==> src/rtl/hilo_pkg.sv <==
// rtl/hilo_pkg.sv - op codes, FSM states and op predicates for the HI/LO MAC unit
package hilo_pkg;

    localparam logic [2:0] OP_NOP   = 3'd0;
    localparam logic [2:0] OP_WHI   = 3'd1;
    localparam logic [2:0] OP_WLO   = 3'd2;
    localparam logic [2:0] OP_WBOTH = 3'd3;
    localparam logic [2:0] OP_MADD  = 3'd4;
    localparam logic [2:0] OP_MADDU = 3'd5;
    localparam logic [2:0] OP_MSUB  = 3'd6;
    localparam logic [2:0] OP_MSUBU = 3'd7;

    typedef enum logic [1:0] {
        IDLE = 2'd0,
        MUL  = 2'd1,
        ACC  = 2'd2
    } hilo_state_t;

    // Accumulate ops occupy the upper half of the op space
    function automatic logic is_acc(input logic [2:0] op);
        return op[2];
    endfunction

    function automatic logic is_signed(input logic [2:0] op);
        return (op == OP_MADD) || (op == OP_MSUB);
    endfunction

    function automatic logic is_sub(input logic [2:0] op);
        return (op == OP_MSUB) || (op == OP_MSUBU);
    endfunction

endpackage

==> src/rtl/hilo_mac_dp.sv <==
// rtl/hilo_mac_dp.sv - operand latch, product register and 2*DW add/subtract
module hilo_mac_dp
    import hilo_pkg::*;
#(
    parameter int DW = 32
) (
    input  logic            clk,
    input  logic            rst,
    input  logic            latch_en_i,
    input  logic            mul_en_i,
    input  logic [2:0]      op_i,
    input  logic [DW-1:0]   a_i,
    input  logic [DW-1:0]   b_i,
    input  logic [2*DW-1:0] base_i,
    output logic [2*DW-1:0] result_o
);

    logic [DW-1:0]   a_q;
    logic [DW-1:0]   b_q;
    logic [2:0]      op_q;
    logic [2*DW-1:0] prod_q;
    logic [2*DW-1:0] ext_a;
    logic [2*DW-1:0] ext_b;
    logic [2*DW-1:0] prod_d;

    // Extend operands to full width so one modulo-2^(2*DW) multiply serves both signednesses
    always_comb begin
        ext_a  = {{DW{1'b0}}, a_q};
        ext_b  = {{DW{1'b0}}, b_q};
        if (is_signed(op_q)) begin
            ext_a = {{DW{a_q[DW-1]}}, a_q};
            ext_b = {{DW{b_q[DW-1]}}, b_q};
        end
        prod_d = ext_a * ext_b;
    end

    // Latch operands on accept, register the product during MUL; reset discards both
    always_ff @(posedge clk) begin
        if (rst) begin
            a_q    <= '0;
            b_q    <= '0;
            op_q   <= OP_NOP;
            prod_q <= '0;
        end else begin
            if (latch_en_i) begin
                a_q  <= a_i;
                b_q  <= b_i;
                op_q <= op_i;
            end
            if (mul_en_i) begin
                prod_q <= prod_d;
            end
        end
    end

    // Wrapping accumulate/subtract against the current {HI,LO}
    always_comb begin
        result_o = is_sub(op_q) ? (base_i - prod_q) : (base_i + prod_q);
    end

endmodule

==> src/rtl/hilo_mac.sv <==
// rtl/hilo_mac.sv - HI/LO register pair with direct writes and multi-cycle multiply-accumulate
module hilo_mac
    import hilo_pkg::*;
#(
    parameter int DW = 32
) (
    input  logic          clk,
    input  logic          rst,
    input  logic          req_valid,
    output logic          req_ready,
    input  logic [2:0]    req_op,
    input  logic [DW-1:0] hi_in,
    input  logic [DW-1:0] lo_in,
    input  logic [DW-1:0] src_a,
    input  logic [DW-1:0] src_b,
    output logic [DW-1:0] hi_o,
    output logic [DW-1:0] lo_o,
    output logic          busy,
    output logic          done
);

    hilo_state_t     state_q;
    logic [DW-1:0]   hi_q;
    logic [DW-1:0]   lo_q;
    logic            done_q;
    logic            accept;
    logic [2*DW-1:0] acc_result;

    // Handshake: only IDLE accepts, and never while reset is asserted
    always_comb begin
        req_ready = (state_q == IDLE) && !rst;
        accept    = req_valid && req_ready;
    end

    hilo_mac_dp #(.DW(DW)) u_dp (
        .clk        (clk),
        .rst        (rst),
        .latch_en_i (accept && is_acc(req_op)),
        .mul_en_i   (state_q == MUL),
        .op_i       (req_op),
        .a_i        (src_a),
        .b_i        (src_b),
        .base_i     ({hi_q, lo_q}),
        .result_o   (acc_result)
    );

    // FSM plus HI/LO registers: writes in IDLE, accumulate result lands at the ACC edge
    always_ff @(posedge clk) begin
        if (rst) begin
            state_q <= IDLE;
            hi_q    <= '0;
            lo_q    <= '0;
            done_q  <= 1'b0;
        end else begin
            done_q <= 1'b0;
            case (state_q)
                IDLE: begin
                    if (accept) begin
                        case (req_op)
                            OP_WHI:   hi_q <= hi_in;
                            OP_WLO:   lo_q <= lo_in;
                            OP_WBOTH: begin
                                hi_q <= hi_in;
                                lo_q <= lo_in;
                            end
                            default: begin
                                if (is_acc(req_op)) begin
                                    state_q <= MUL;
                                end
                            end
                        endcase
                    end
                end
                MUL: state_q <= ACC;
                ACC: begin
                    {hi_q, lo_q} <= acc_result;
                    done_q       <= 1'b1;
                    state_q      <= IDLE;
                end
                default: state_q <= IDLE;
            endcase
        end
    end

    // Outputs come straight from registers
    always_comb begin
        hi_o = hi_q;
        lo_o = lo_q;
        busy = (state_q != IDLE);
        done = done_q;
    end

endmodule

==> config.mk <==
export PLATFORM = sky130hd
export DESIGN_NAME = hilo_mac
export DESIGN_NICKNAME = d
export VERILOG_FILES = /design/src/rtl/hilo_pkg.sv /design/src/rtl/hilo_mac_dp.sv /design/src/rtl/hilo_mac.sv
export SDC_FILE = /design/constraint.sdc
export NUM_CORES = 2
export LEC_CHECK = 0
export CAP_MARGIN = 10
export CORE_MARGIN = 3
export CORE_UTILIZATION = 38
export CTS_BUF_LIST = sky130_fd_sc_hd__clkbuf_8
export DETAILED_ROUTE_END_ITERATION = 8
export MAX_ROUTING_LAYER = met4
export PLACE_DENSITY_LB_ADDON = 0.05
export SYNTH_ARGS = -nofsm -noshare
export SYNTH_HDL_FRONTEND = slang
export SYNTH_SLANG_ARGS = --single-unit
==> constraint.sdc <==
create_clock -name clk -period 21.8 [get_ports clk]
set_clock_uncertainty 0.05 [all_clocks]
set_input_delay 6.54 -clock clk [delete_from_list [all_inputs] [get_ports clk]]
set_output_delay 6.54 -clock clk [all_outputs]
set_load 0.01 [all_outputs]
==> reports/summary.txt <==
IO Port Bufs = 200
Initial Utilization = 38.5%
Layout area overhead = 7.34%
Power per cell area = 20.3 mW/mm²
Post-Synthesis Mean Instance Area = 8.85 µm²
DIE WIDTH = 403 µm
DRT Pass-1 Iters = 5
R2r setup slk = 10.78 ns
Min-delay src = u_dp.a_q[28]
Total CTS buffers = 17
Layout cells sized above 1 = 2.64%
Antenna-violating nets left = 0
Final HPWL DP = 165000 µm
Post-synthesis cell count = 6754
Overall routing resource usage = 26.2%
Asr flop ratio synth = 0%
Initial DRC count = 3097
Root buffer cell = clkbuf_8
Final min period = 14.37 ns
Status = completed
Combinational fraction of design power = 47.8%
CP Cell Sequence = buf_6 > nor2_1 > clkdlybuf4s50_1
CTS tree = done
Clock Power Share = 21.9%
Max_cap viols = 0
Reg2Reg Depth = 29
Largest net degree at the start of global routing = 68
DIE AREA = 0.162 mm²
Synth area leader = fa_1
Hold-fix buffers, CTS = 0
Core footprint = 0.155 mm²
FMAX = 69.6 MHz
Peak supply drop = 46.0 µV
Drt total wl = 202000 µm
Register area = 0.00397 mm²
Max stage delay on crit path = 0.62 ns
Arr. time, crit path = 7.78 ns
Worst Hold Path EP = u_dp.a_q[28]
CP max stage cell = clkdlybuf4s50_1
Vias per inst = 5.08
Synth area leaders = fa_1, inv_1, ha_1, nand2_1, dfxtp_1
Slew Limit Fails = 0
Initial antenna violation count = 13
Most common cell in the synthesized netlist = inv_1
Fill cells = 15819
Worst hold slack = 0.413 ns
H-tree level count = 4
CP Capture Type = primary output
Critical Path RT = 15.21 ns
Hold depth = 2
Final setup TNS = 0 ns
Worst setup SP type = input port
Hold Crit Class = reg -> reg
Crit-path max FO = 48
Ranking of synthesized cells by instance count = inv_1, fa_1, nand2_1
Origin of the critical flop-to-flop path = u_dp.op_q[2]
Unique masters post-synth = 84
Psw = 0.585 mW
Clock transition at path regs = 0.12 ns
Mapped cell area = 0.0598 mm²
Predominant post-synthesis flop cell = dfxtp_1
Clock Latency Late Sink = 0.64 ns
RSZ-0062 raised after global routing = false
Sw Ratio = 44.9%
Clock sink count = 198
Sequential element share of the synthesized area = 6.63%
Vias = 44584
Setup-failing EPs final = 0
Layout Nets = 8637
Critical path class = in -> out
Rel. slew slack = 24.3%
Post-synth EDFFs = 0
Core Rows = 144
Pint = 0.719 mW
DR WL/cell = 23.0 µm
Die height = 403 µm
# DRC = 0
Cell leakage power = 32.0 nW
Actual slew at the worst max-slew pin = 1.14 ns
Gpl congestion = 0.905
First-pass GRT wire length = 308000 µm
Synth top area share = 47.6%
PostCTS Resize Cnt = 0
Sequential Power Share = 30.2%
FF-to-FF End = u_dp.prod_q[60]
CTS max path bufs = 2
# IOs = 201
Total Power = 1.30 mW
Setup Buffers After CTS = 0
Area of the multi-input gates = 0.0486 mm²
Register bit total from synthesis = 198
GR Overflow Total = 0
Vias in the first global route = 47485
Syn_nets = 8685
Final hold viol count = 0
Synth warn = 0
Tcrit/Tclk final = 65.9%
-- layout make-up --
class | count | area share [%]
Multi-Input combinational cell | 4630 | 75.8
Inverter | 1566 | 9.16
Sequential cell | 198 | 6.19
Timing Repair Buffer | 293 | 4.21
Tap cell | 2044 | 3.99
Clock buffer | 17 | 0.365
Clock inverter | 13 | 0.267
Antenna cell | 7 | 0.0273
-- per-layer routing --
layer  share of wire (%)  wire length, µm  GRT usage, %
met1                  50           101000          39.6
met2                  42            85100          38.1
met3                 6.7            13400          4.13
met4                0.96             1940          2.87
met5                   0                0             -
-- stage by stage --
stage	utilization (%)	cells	setup WS, ns	instance area, µm²
4_1_cts	41.3	8761	7.42	64100
3_5_place_dp	41.1	8731	7.42	63700
2_1_floorplan	-	6754	8.26	59800
3_3_place_gp	41.1	8731	7.42	63700
5_1_grt	41.3	8764	7.39	64100
6_report	41.4	8768	7.43	64100
-- flip-flops by register name (all words and copies together) (netlist names) --
register,flops
u_dp.prod_q,64
hi_o,32
lo_o,32
u_dp.a_q,32
u_dp.b_q,32
u_dp.op_q,3
state_q,2
done,1
-- layout by cell type (no fill, tap or decap), types with 93 or more instances in the layout --
| cell type | synthesis | final |
|---|---|---|
| ha_1 | 377 | 377 |
| dfxtp_1 | 198 | 190 |
| and2_1 | 385 | 385 |
| a21oi_1 | 272 | 272 |
| buf_4 | 0 | 93 |
| inv_1 | 1564 | 1565 |
| clkdlybuf4s50_1 | 0 | 199 |
| o21ai_0 | 108 | 108 |
| xnor2_1 | 156 | 156 |
| nand2_1 | 1096 | 1095 |
| fa_1 | 1420 | 1420 |
| nor2_1 | 149 | 148 |
-- critical path: cells and delay by family --
kind | cells | cell delay, ns
buf+inv | 2 | 0.83
simple gates | 1 | 0.40
-- kinds of logic (layout without fill, tap and decap cells) --
kind of cell	count (synthesis)	after routing	synth area share (%)
AO/OA/AOI/OAI	698	698	7.34
XOR/XNOR	222	222	3.27
flip-flops	198	198	6.63
adder cells (fa/ha/maj)	1799	1799	55.5
buffers and inverters	1926	1889	12.1
AND/OR/NAND/NOR	1871	1871	14.5
multiplexers	40	40	0.687
other	0	7	0
-- power by group through the flow --
stage               logic [mW]  registers (mW)  clock network, mW
detailed placement       0.622           0.402                  0
floorplan                0.408           0.394                  0
CTS                      0.625           0.394              0.302
finish                   0.624           0.394              0.286
global route             0.688           0.395              0.311
global placement         0.624           0.402                  0
-- worst max path at each step --
stage                     from         to  slack (ns)
final                      rst  req_ready        7.43
after global routing       rst  req_ready        7.39
after CTS                  rst  req_ready        7.42
after detailed placement   rst  req_ready        7.42
after global placement     rst  req_ready        7.42
after floorplan            rst  req_ready        8.26
(Power assumes the default switching activity.)
